$ cat src/rtl/int_float_sched_if.sv
// int_float_sched_if: requester and converter signals shared by the scheduler and its environment
//
// Purpose : groups the per-channel request bus and the converter handshake
//           of int_float_sched into one bundle.
// Signals :
//   req          CH_NUM     per-channel request level, held until own ack
//   data_in      16*CH_NUM  channel n operand at [16n+15:16n]
//   conv_start   1          converter start pulse
//   conv_data    16         converter operand, stable from start until response
//   conv_result  32         converter float result
//   conv_done    1          converter completion pulse
//   ack          CH_NUM     one-hot completion pulse to the granted channel
//   result_float 32         IEEE-754 single result, valid with ack, held afterwards
//   result_ch    CH_W       channel index of the current ack
//   err_tmo      1          pulse with ack when the conversion timed out
//   busy         1          scheduler is not idle
// Modports: slave = scheduler side, master = requesters + converter side.
interface int_float_sched_if #(
    parameter int CH_NUM = 8,
    parameter int CH_W   = 3
);
    logic [CH_NUM-1:0]    req;
    logic [16*CH_NUM-1:0] data_in;
    logic                 conv_start;
    logic [15:0]          conv_data;
    logic [31:0]          conv_result;
    logic                 conv_done;
    logic [CH_NUM-1:0]    ack;
    logic [31:0]          result_float;
    logic [CH_W-1:0]      result_ch;
    logic                 err_tmo;
    logic                 busy;

    modport slave (
        input  req, data_in, conv_result, conv_done,
        output conv_start, conv_data, ack, result_float, result_ch, err_tmo, busy
    );

    modport master (
        output req, data_in, conv_result, conv_done,
        input  conv_start, conv_data, ack, result_float, result_ch, err_tmo, busy
    );
endinterface

$ cat src/rtl/int_float_sched.sv
// int_float_sched: round-robin scheduler sharing one 16-bit int->float converter among CH_NUM channels
//
// Purpose : grants one requesting channel at a time, hands its operand to the
//           single converter, waits for done or timeout and returns the result
//           with a one-cycle ack to the granted channel.
// Ports   :
//   clk_sys    in  system clock
//   rst_sys_n  in  asynchronous active-low reset
//   sif        int_float_sched_if.slave (request bus + converter handshake)
// Option  : INT_FLOAT_SCHED_ZERO_BYPASS_EN - a zero operand is answered with
//           +0.0 without starting the converter (ack two cycles after grant).
module int_float_sched #(
    parameter int CH_NUM  = 8,
    parameter int CH_W    = 3,
    parameter int TMO_CYC = 32
) (
    input  logic                    clk_sys,
    input  logic                    rst_sys_n,
    int_float_sched_if.slave        sif
);
    localparam int CNT_W = $clog2(TMO_CYC) + 1;

    typedef enum logic [1:0] {S_IDLE, S_START, S_WAIT, S_RESP} state_t;

    state_t            r_state;
    state_t            w_nxt;
    logic [CH_W-1:0]   r_ptr;
    logic [CH_W-1:0]   r_idx;
    logic [15:0]       r_conv_data;
    logic [31:0]       r_result;
    logic [CH_W-1:0]   r_ch;
    logic [CNT_W-1:0]  r_cnt;
    logic              r_pend;
    logic              w_gnt_vld;
    logic [CH_W-1:0]   w_gnt_idx;
    logic              w_tmo;
    logic              w_skip;

`ifdef INT_FLOAT_SCHED_ZERO_BYPASS_EN
    assign w_skip = r_conv_data == 16'h0000;
`else
    assign w_skip = 1'b0;
`endif

    assign w_tmo     = r_cnt == CNT_W'(TMO_CYC - 1);
    assign w_gnt_vld = |sif.req;

    // Scan downwards from ptr+CH_NUM-1 to ptr so the last hit is the first set
    // bit at or after ptr in wrap-around order.
    always_comb begin
        int c;
        w_gnt_idx = '0;
        for (int i = CH_NUM - 1; i >= 0; i--) begin
            c = int'(r_ptr) + i;
            c = (c >= CH_NUM) ? c - CH_NUM : c;
            if (sif.req[c]) w_gnt_idx = CH_W'(c);
        end
    end

    always_ff @(posedge clk_sys or negedge rst_sys_n)
        if (!rst_sys_n) r_state <= S_IDLE;
        else r_state <= w_nxt;

    always_comb begin
        w_nxt = r_state;
        case (r_state)
            S_IDLE:  w_nxt = w_gnt_vld ? S_START : S_IDLE;
            S_START: w_nxt = w_skip ? S_RESP : S_WAIT;
            S_WAIT:  w_nxt = (sif.conv_done || w_tmo) ? S_RESP : S_WAIT;
            S_RESP:  w_nxt = S_IDLE;
            default: w_nxt = S_IDLE;
        endcase
    end

    // Result and channel are loaded on the edge into RESP, so they change
    // exactly when ack rises and hold until the next response.
    always_ff @(posedge clk_sys or negedge rst_sys_n)
        if (!rst_sys_n) begin
            r_ptr       <= '0;
            r_idx       <= '0;
            r_conv_data <= '0;
            r_result    <= '0;
            r_ch        <= '0;
            r_cnt       <= '0;
            r_pend      <= 1'b0;
        end else begin
            if (r_state == S_IDLE && w_gnt_vld) begin
                r_idx       <= w_gnt_idx;
                r_conv_data <= sif.data_in[16*w_gnt_idx +: 16];
                r_ptr       <= (w_gnt_idx == CH_W'(CH_NUM - 1)) ? '0 : w_gnt_idx + CH_W'(1);
            end
            if (r_state == S_START) begin
                r_cnt  <= '0;
                r_pend <= 1'b0;
                if (w_skip) begin
                    r_result <= '0;
                    r_ch     <= r_idx;
                end
            end
            if (r_state == S_WAIT) begin
                if (sif.conv_done) begin
                    r_result <= sif.conv_result;
                    r_pend   <= 1'b0;
                    r_ch     <= r_idx;
                end else if (w_tmo) begin
                    r_result <= '0;
                    r_pend   <= 1'b1;
                    r_ch     <= r_idx;
                end else r_cnt <= r_cnt + CNT_W'(1);
            end
        end

    assign sif.conv_start   = r_state == S_START && !w_skip;
    assign sif.conv_data    = r_conv_data;
    assign sif.ack          = (r_state == S_RESP) ? {{(CH_NUM-1){1'b0}}, 1'b1} << r_idx : '0;
    assign sif.result_float = r_result;
    assign sif.result_ch    = r_ch;
    assign sif.err_tmo      = r_state == S_RESP && r_pend;
    assign sif.busy         = r_state != S_IDLE;
endmodule
$ cat src/flat_wrapper.sv
// flat-port wrapper written by rule: the top's interface ports become plain ports
module int_float_sched_flat 
#(
    parameter int CH_NUM  = 8,
    parameter int CH_W    = 3,
    parameter int TMO_CYC = 32
)
  (clk_sys, rst_sys_n, sif_req, sif_data_in, sif_conv_result, sif_conv_done, sif_conv_start, sif_conv_data, sif_ack, sif_result_float, sif_result_ch, sif_err_tmo, sif_busy);
  int_float_sched_if #(.CH_NUM(CH_NUM), .CH_W(CH_W)) sif_i ();
  input  logic clk_sys;
  input  logic rst_sys_n;
  input wire logic [$bits(sif_i.req)-1:0] sif_req;
  input wire logic [$bits(sif_i.data_in)-1:0] sif_data_in;
  input wire logic [$bits(sif_i.conv_result)-1:0] sif_conv_result;
  input wire logic [$bits(sif_i.conv_done)-1:0] sif_conv_done;
  output wire logic [$bits(sif_i.conv_start)-1:0] sif_conv_start;
  output wire logic [$bits(sif_i.conv_data)-1:0] sif_conv_data;
  output wire logic [$bits(sif_i.ack)-1:0] sif_ack;
  output wire logic [$bits(sif_i.result_float)-1:0] sif_result_float;
  output wire logic [$bits(sif_i.result_ch)-1:0] sif_result_ch;
  output wire logic [$bits(sif_i.err_tmo)-1:0] sif_err_tmo;
  output wire logic [$bits(sif_i.busy)-1:0] sif_busy;
  assign sif_i.req = sif_req;
  assign sif_i.data_in = sif_data_in;
  assign sif_i.conv_result = sif_conv_result;
  assign sif_i.conv_done = sif_conv_done;
  assign sif_conv_start = sif_i.conv_start;
  assign sif_conv_data = sif_i.conv_data;
  assign sif_ack = sif_i.ack;
  assign sif_result_float = sif_i.result_float;
  assign sif_result_ch = sif_i.result_ch;
  assign sif_err_tmo = sif_i.err_tmo;
  assign sif_busy = sif_i.busy;
  int_float_sched #(.CH_NUM(CH_NUM), .CH_W(CH_W), .TMO_CYC(TMO_CYC)) u_core (.clk_sys(clk_sys), .rst_sys_n(rst_sys_n), .sif(sif_i));
endmodule
$ cat config.mk
export PLATFORM = sky130hd
export DESIGN_NAME = int_float_sched_flat
export DESIGN_NICKNAME = d
export VERILOG_FILES = /design/src/rtl/int_float_sched_if.sv /design/src/rtl/int_float_sched.sv /design/src/flat_wrapper.sv
export SDC_FILE = /design/constraint.sdc
export NUM_CORES = 1
export LEC_CHECK = 0
export ABC_AREA = 1
export CORE_UTILIZATION = 44
export DETAILED_ROUTE_END_ITERATION = 7
export PLACE_DENSITY = 0.85
export SLEW_MARGIN = 20
export SYNTH_ARGS = -nofsm -noshare
export SYNTH_HDL_FRONTEND = slang
export SYNTH_SLANG_ARGS = --single-unit
$ cat constraint.sdc
create_clock -name clk_sys -period 4.8 [get_ports clk_sys]
set_clock_uncertainty 0.15 [all_clocks]
set_input_delay 0.72 -clock clk_sys [delete_from_list [all_inputs] [get_ports clk_sys]]
set_output_delay 0.72 -clock clk_sys [all_outputs]
set_load 0.005 [all_outputs]
==> results of run 1 <==
-- state kept, by name, summed over array words and instances (netlist names) --
signal                   flops
u_core.sif.result_ch         3
u_core.sif.result_float     32
u_core.r_state               2
u_core.r_cnt                 6
u_core.r_ptr                 3
u_core.r_idx                 3
u_core.sif.conv_data        16
u_core.r_pend                1
-- path summary, 6_finish.rpt --
| kind | startpoint | endpoint | slack [ps] | depth (start not counted) |
|---|---|---|---|---|
| min in group clk_sys | u_core.sif.conv_data[8] | u_core.sif.conv_data[8] | 340 | 2 |
| worst max register to register | u_core.r_ptr[0] | u_core.sif.conv_data[13] | 1080 | 17 |
| max in group asynchronous | rst_sys_n | u_core.sif.conv_data[10] | 3280 | 2 |
| worst min register to register | u_core.sif.conv_data[8] | u_core.sif.conv_data[8] | 340 | 2 |
| worst max-delay path | u_core.r_ptr[0] | u_core.sif.conv_data[13] | 1080 | 17 |
| worst min-delay path | rst_sys_n | u_core.sif.result_float[15] | 260 | 1 |
-- per-stage QoR --
| stage | std cells | util (%) |
|---|---|---|
| floorplan | 711 | - |
| global placement | 1046 | 68.1 |
| detailed placement | 1046 | 68.1 |
| CTS | 1062 | 70.5 |
| global route | 1063 | 70.5 |
| finish | 1063 | 70.5 |
-- final cells by class --
type / instances / area, µm²
repair buffers: 245 / 2410
flip-flops and latches: 66 / 1650
well taps: 136 / 170
diodes: 1 / 2.50
clock buffers: 9 / 124
multi-input cells: 566 / 2640
clock inverters: 7 / 125
fillers: 880 / 3030
inverters: 33 / 124
-- critical path, delay by kind of cell, from the launching register on --
family | cells | cell delay, ps
buffers and inverters | 3 | 660
adders and majority gates | 1 | 440
AOI/OAI and AO/OA | 1 | 130
and+or+nand+nor | 12 | 1570
DFF | 1 | 620
-- cell usage after synthesis, types with 2 or more instances --
library cell / number / area share, %
nand2_1: 239 / 19
ha_1: 10 / 2.7
a21boi_0: 2 / 0.32
o21ai_0: 7 / 0.75
inv_1: 27 / 2.2
nand2_2: 4 / 0.54
buf_6: 4 / 0.97
inv_2: 6 / 0.48
clkbuf_1: 19 / 1.5
dfrtp_1: 66 / 35
nor4_1: 2 / 0.27
nor2_1: 27 / 2.2
nand3_1: 245 / 26
buf_2: 18 / 1.9
a21oi_1: 14 / 1.5
buf_4: 5 / 0.81
a31oi_1: 2 / 0.27
-- cell families after synthesis --
kind of cell | after synthesis
xor gates and xnor gates | 3
and+or+nand+nor | 522
AOI/OAI and AO/OA | 31
DFF | 66
adders and majority gates | 10
buffers and inverters | 79
-- layer usage --
layer,share of wire (%),global-route usage [%]
met5,0,0
met4,3.7,13.7
met3,7.3,7.30
met2,50,53.8
met1,39,35.4
-- report_power, final --
| group | internal, µW | total (µW) | switching [µW] |
|---|---|---|---|
| clock network | 349 | 585 | 236 |
| logic | 1710 | 4510 | 2790 |
| registers | 818 | 1010 | 190 |
-- layout by cell type (no fill, tap or decap), types with 2 or more instances in the layout --
cell / count
nand3_1: 245
nand2_1: 239
clkdlybuf4s50_1: 231
dfrtp_1: 66
inv_1: 27
nor2_1: 27
a21oi_1: 14
buf_4: 13
ha_1: 10
clkbuf_8: 9
o21ai_0: 7
inv_2: 6
nand2_2: 4
clkinv_4: 3
bufinv_16: 3
a21boi_0: 2
a31oi_1: 2
nor4_1: 2
==> flow_metrics.py, run 1 <==
metrics = {
    "logic_synthesis": {
        "synthArstFlopShare_pct": 100,
        "yosys.area_share.simple_pct": 49.4,
        "synth_compound_area_share_pct": 3.82,
        "muxShareOfSynthArea_pct": 0,
        "syn_area_per_cell_um2": 6.55,
        "synth_top_family_by_area": "simple AND/OR/NAND/NOR gates",
        "yosysUniqueCellTypes": 31,
        "synth_ff_type": "dfrtp_1",
        "synthAdderAreaFrac_pct": 2.69,
        "seq_area_frac_synth_pct": 35.5,
        "synth-edff-count": 0,
        "postSynthCellCount": 711,
        "ys_seq_elements": 66,
        "yosysWarnings": 0,
        "syn-num-nets": 892,
        "synth_xor_area_share_pct": 0.726,
        "synth_area_um2": 4650,
    },
    "clocking": {
        "clkTransAtPathRegs_ps": 80,
        "clk_path_buf_depth": 2,
        "clock_latency_ps": 360,
        "cts_root_buf": "clkbuf_8",
        "cts_tree": "built",
        "cts_resized": 0,
        "htreeDepth": 3,
        "clock-sinks": 66,
        "hold_buffers": 0,
        "post-cts-setup-buffer-count": 0,
        "cts_made_buffers": 9,
    },
    "timing": {
        "final.min_clock_period_ps": 3720,
        "grt_setup_unrepaired": "no",
        "period_share_pct": 77.4,
        "fmax_mhz": 269,
        "slew_headroom_pct": 45.5,
        "hold_viol": 0,
        "fin_setup_tns_ps": 0,
        "setup_ws_ps": 1080,
        "drv_slew": 0,
        "setup_viol": 0,
        "tightest_slew_ps": 815,
        "holdWs_ps": 259,
    },
    "detailed_routing": {
        "ant_nets": 0,
        "drt_iter0_drc": 347,
        "drc": 0,
        "drt_pass1_iterations": 5,
        "routed_via_density": 5.40,
        "post_drt_wl_per_cell_um": 15.6,
        "postRouteWirelength_um": 16600,
        "via_count": 5738,
    },
    "grt": {
        "grt_pass1_wl_um": 26600,
        "grt_max_degree": 45,
        "overflow": 0,
        "antenna_found_initial": 1,
        "grt.total_usage_pct": 30.7,
        "grt_pass1_vias": 5450,
    },
    "setup_path": {
        "cp-start-kind": "flip-flop",
        "path_max_fanout": 23,
        "slowest_delay_ps": 620,
        "cp_slowest_cell": "dfrtp_1",
        "path_class": "flip-flop to flip-flop",
        "cp_cell_sequence": "inv_2 -> ha_1 -> inv_1 -> nand3_1 -> nand3_1 -> nand2_2 -> a21oi_1 -> nand3_1 -> nand2_1 -> nand2_1 -> nand2_1 -> nand2_1 -> nand2_1 -> buf_4 -> nand3_1 -> nand3_1 -> nand3_1",
        "required_ps": 4880,
        "path_common_cell": "nand3_1",
        "cp.arrival_ps": 3800,
        "endpoint_kind": "flip-flop",
    },
    "floorplan": {
        "die_area_um2": 11000,
        "initial_utilization_pct": 45.3,
        "rows": 37,
        "ios": 233,
        "die_x_um": 105,
        "core_um2": 10300,
        "die_y_um": 105,
    },
    "placed_design": {
        "place_ws_ps": 1120,
        "dp_hpwl_um": 12600,
        "globalplace.congestion": 0.972,
        "place_area_um2": 7000,
        "port_buffers": 232,
    },
    "power_and_ir_drop": {
        "power_leakage_uw": 0.00340,
        "powerDensity_nw_per_um2": 842,
        "ir_drop_v": 0.000641,
        "power_uw": 6100,
    },
    "run_status": {
        "status": "finished, final reports clean",
    },
    "min_path": {
        "hold_path_class": "input pin to asynchronous set/reset pin",
    },
    "cells_and_area": {
        "area_growth_pct": 55.7,
        "drive_gt1_share_pct": 4.64,
        "nets": 1102,
        "design_area_um2": 7250,
    },
    "run": {
        "max_cap_violations": 0,
    },
}
Note: power is estimated with default switching activity, not from simulation.
==> run 2, diff against run 1 <==
--- a/config.mk
+++ b/config.mk
@@ -6,9 +6,9 @@
 export NUM_CORES = 1
 export LEC_CHECK = 0
 export ABC_AREA = 1
-export CORE_UTILIZATION = 44
+export CORE_UTILIZATION = 41
 export DETAILED_ROUTE_END_ITERATION = 7
-export PLACE_DENSITY = 0.85
+export PLACE_DENSITY = 0.8
 export SLEW_MARGIN = 20
 export SYNTH_ARGS = -nofsm -noshare
 export SYNTH_HDL_FRONTEND = slang
==> constraint.sdc (replaced) <==
create_clock -name clk_sys -period 3.59 [get_ports clk_sys]
set_clock_uncertainty 0.15 [all_clocks]
set_input_delay 0.5385 -clock clk_sys [delete_from_list [all_inputs] [get_ports clk_sys]]
set_output_delay 0.5385 -clock clk_sys [all_outputs]
set_load 0.005 [all_outputs]
==> run 2 against run 1 <==
  * Final area up 2.0%
  * Global-route usage down 1.6 points
  * Clock power up 60%
  * Maximum frequency up 14%
  * Hold slack worse by 240 ps
  * First-iteration DRC count up 14%
  * Count of clock-buffer cells in the layout unchanged
  * Largest cell class unchanged
  * Highest routed layer unchanged
==> flow_metrics.py, run 2 (synthesis gave the netlist of run 1 again) <==
metrics = {
    "timing": {
        "hold_viol": 0,
        "fmax_mhz": 306,
        "period_share_pct": 91.1,
        "setup_viol": 0,
        "tightest_slew_ps": 944,
        "slew_headroom_pct": 36.8,
        "grt_setup_unrepaired": "no",
        "drv_slew": 0,
        "final.min_clock_period_ps": 3270,
        "fin_setup_tns_ps": 0,
    },
    "floorplan": {
        "die_x_um": 109,
        "initial_utilization_pct": 42.6,
        "die_y_um": 109,
        "ios": 233,
        "rows": 38,
        "die_area_um2": 11800,
        "core_um2": 10900,
    },
    "cells_and_area": {
        "drive_gt1_share_pct": 5.16,
        "post-route-util_pct": 67.6,
        "nets": 1107,
        "multi_input_area_um2": 2640,
        "largest_register_ffs": 32,
        "final_common_cell": "nand3_1",
        "seq_area_um2": 1650,
        "nFillCells": 976,
        "design_area_um2": 7390,
        "final_cell_mix": "nand3_1 (245), nand2_1 (239), clkdlybuf4s50_1 (231)",
        "area_growth_pct": 58.8,
        "fin_cells": 1072,
    },
    "detailed_routing": {
        "postRouteWirelength_um": 16700,
        "drc": 0,
        "via_count": 5582,
        "drt_iter0_drc": 396,
        "drt_pass1_iterations": 7,
        "routed_via_density": 5.21,
        "post_drt_wl_per_cell_um": 15.6,
        "ant_nets": 0,
    },
    "clocking": {
        "hold_buffers": 0,
        "clock_latency_ps": 330,
        "cts_tree": "built",
        "clkTransAtPathRegs_ps": 60,
        "cts_resized": 0,
        "clock-sinks": 66,
        "post-cts-setup-buffer-count": 0,
        "htreeDepth": 3,
        "cts_root_buf": "clkbuf_16",
        "cts_made_buffers": 9,
        "clk_path_buf_depth": 2,
    },
    "power_and_ir_drop": {
        "power_uw": 8530,
        "power_leakage_uw": 0.00347,
        "power.internal_uw": 4160,
        "clockPowerShare_pct": 11.0,
        "powerDensity_nw_per_um2": 1150,
        "p_comb_share_pct": 73.6,
        "ir_drop_v": 0.000836,
        "switchingPower_uw": 4370,
        "swShare_pct": 51.2,
        "sequentialPowerShare_pct": 15.4,
    },
    "grt": {
        "grt.total_usage_pct": 29.0,
        "grt_pass1_vias": 5365,
        "grt_pass1_wl_um": 26200,
        "antenna_found_initial": 1,
        "grt_max_degree": 45,
        "overflow": 0,
    },
    "setup_path": {
        "cp-start-kind": "flip-flop",
        "cp.arrival_ps": 3390,
        "path_class": "flip-flop to flip-flop",
        "endpoint_kind": "flip-flop",
        "required_ps": 3700,
        "path_max_fanout": 38,
    },
    "run_status": {
        "status": "finished, final reports clean",
    },
    "placed_design": {
        "port_buffers": 232,
        "place_inst": 1055,
        "dp_hpwl_um": 12800,
        "place_area_um2": 7070,
        "globalplace.congestion": 0.884,
    },
    "run": {
        "max_cap_violations": 0,
    },
    "min_path": {
        "hold_path_class": "input pin to asynchronous set/reset pin",
    },
}
-- run 2: changes by cell type in the layout (fill, tap and decap cells not counted), sizes merged --
cell      change
buf           +5
bufinv        -1
clkinvlp      +2
inv           -1
-- run 2: final timing paths --
path                                          startpoint                          end  slack, ps  cells after the start
min in group clk_sys            u_core.sif.conv_data[15]     u_core.sif.conv_data[15]        340                      2
worst min register to register  u_core.sif.conv_data[15]     u_core.sif.conv_data[15]        340                      2
worst max-delay path                     u_core.r_ptr[1]     u_core.sif.conv_data[10]        320                     22
worst max register to register           u_core.r_ptr[1]     u_core.sif.conv_data[10]        320                     22
max in group asynchronous                      rst_sys_n      u_core.sif.conv_data[8]       2480                      2
worst min-delay path                           rst_sys_n  u_core.sif.result_float[16]         20                      1
-- run 2: power by group through the flow --
stage	logic [µW]	clock network (µW)	registers, µW
finish	6280	936	1310
global route	7100	978	1350
CTS	6300	946	1310
detailed placement	6270	0	1310
global placement	6240	0	1310
floorplan	4280	0	1300
-- run 2: critical path, cell delays in order (launching register included) --
cell and delay (ps):
dfrtp_1 380, inv_2 160, ha_1 370, inv_1 200, nand3_1 150, nand3_1 140
nand2_2 100, inv_2 70, nand2_1 40, nand2_1 50, nand2_1 50, nand2_1 60
nand2_1 50, nand2_1 90, nand2_4 50, nand2_2 320, buf_12 260, nand2_1 80
nand3_1 80, nand3_1 90, nand2_1 100, nand2_1 70, nand2_1 90
-- run 2: stage by stage --
| step | hold WS (ps) | worst slack (ps) |
|---|---|---|
| global placement | 318 | 323 |
| detailed placement | 321 | 219 |
| finish | 18.8 | 319 |
| global route | 44.8 | 49.8 |
| CTS | 31.6 | 298 |
| floorplan | 92.9 | 576 |
-- run 2: per-layer routing --
| metal | up-vias | part of all wire [%] | track usage (%) |
|---|---|---|---|
| met5 | - | 0 | 0 |
| met4 | 0 | 2.9 | 11.0 |
| met3 | 30 | 6.5 | 7.23 |
| met2 | 199 | 51 | 50.0 |
| met1 | 2553 | 40 | 34.7 |
| li1 | 2800 | - | - |
-- run 2: cell type report --
class,instances,area share (%)
flip-flops and latches,66,22.3
multi-input cells,566,35.7
inverters,33,1.68
clock inverters,7,1.27
diodes,1,0.0339
repair buffers,250,33.5
clock buffers,9,3.05
well taps,140,2.37
==> run 3, diff against run 2 <==
--- a/config.mk
+++ b/config.mk
@@ -6,6 +6,7 @@
 export NUM_CORES = 1
 export LEC_CHECK = 0
 export ABC_AREA = 1
+export CAP_MARGIN = 15
 export CORE_UTILIZATION = 41
 export DETAILED_ROUTE_END_ITERATION = 7
 export PLACE_DENSITY = 0.8
==> results of run 3 <==
Same layout as run 2: the final DEF is identical, and so are final timing and power.
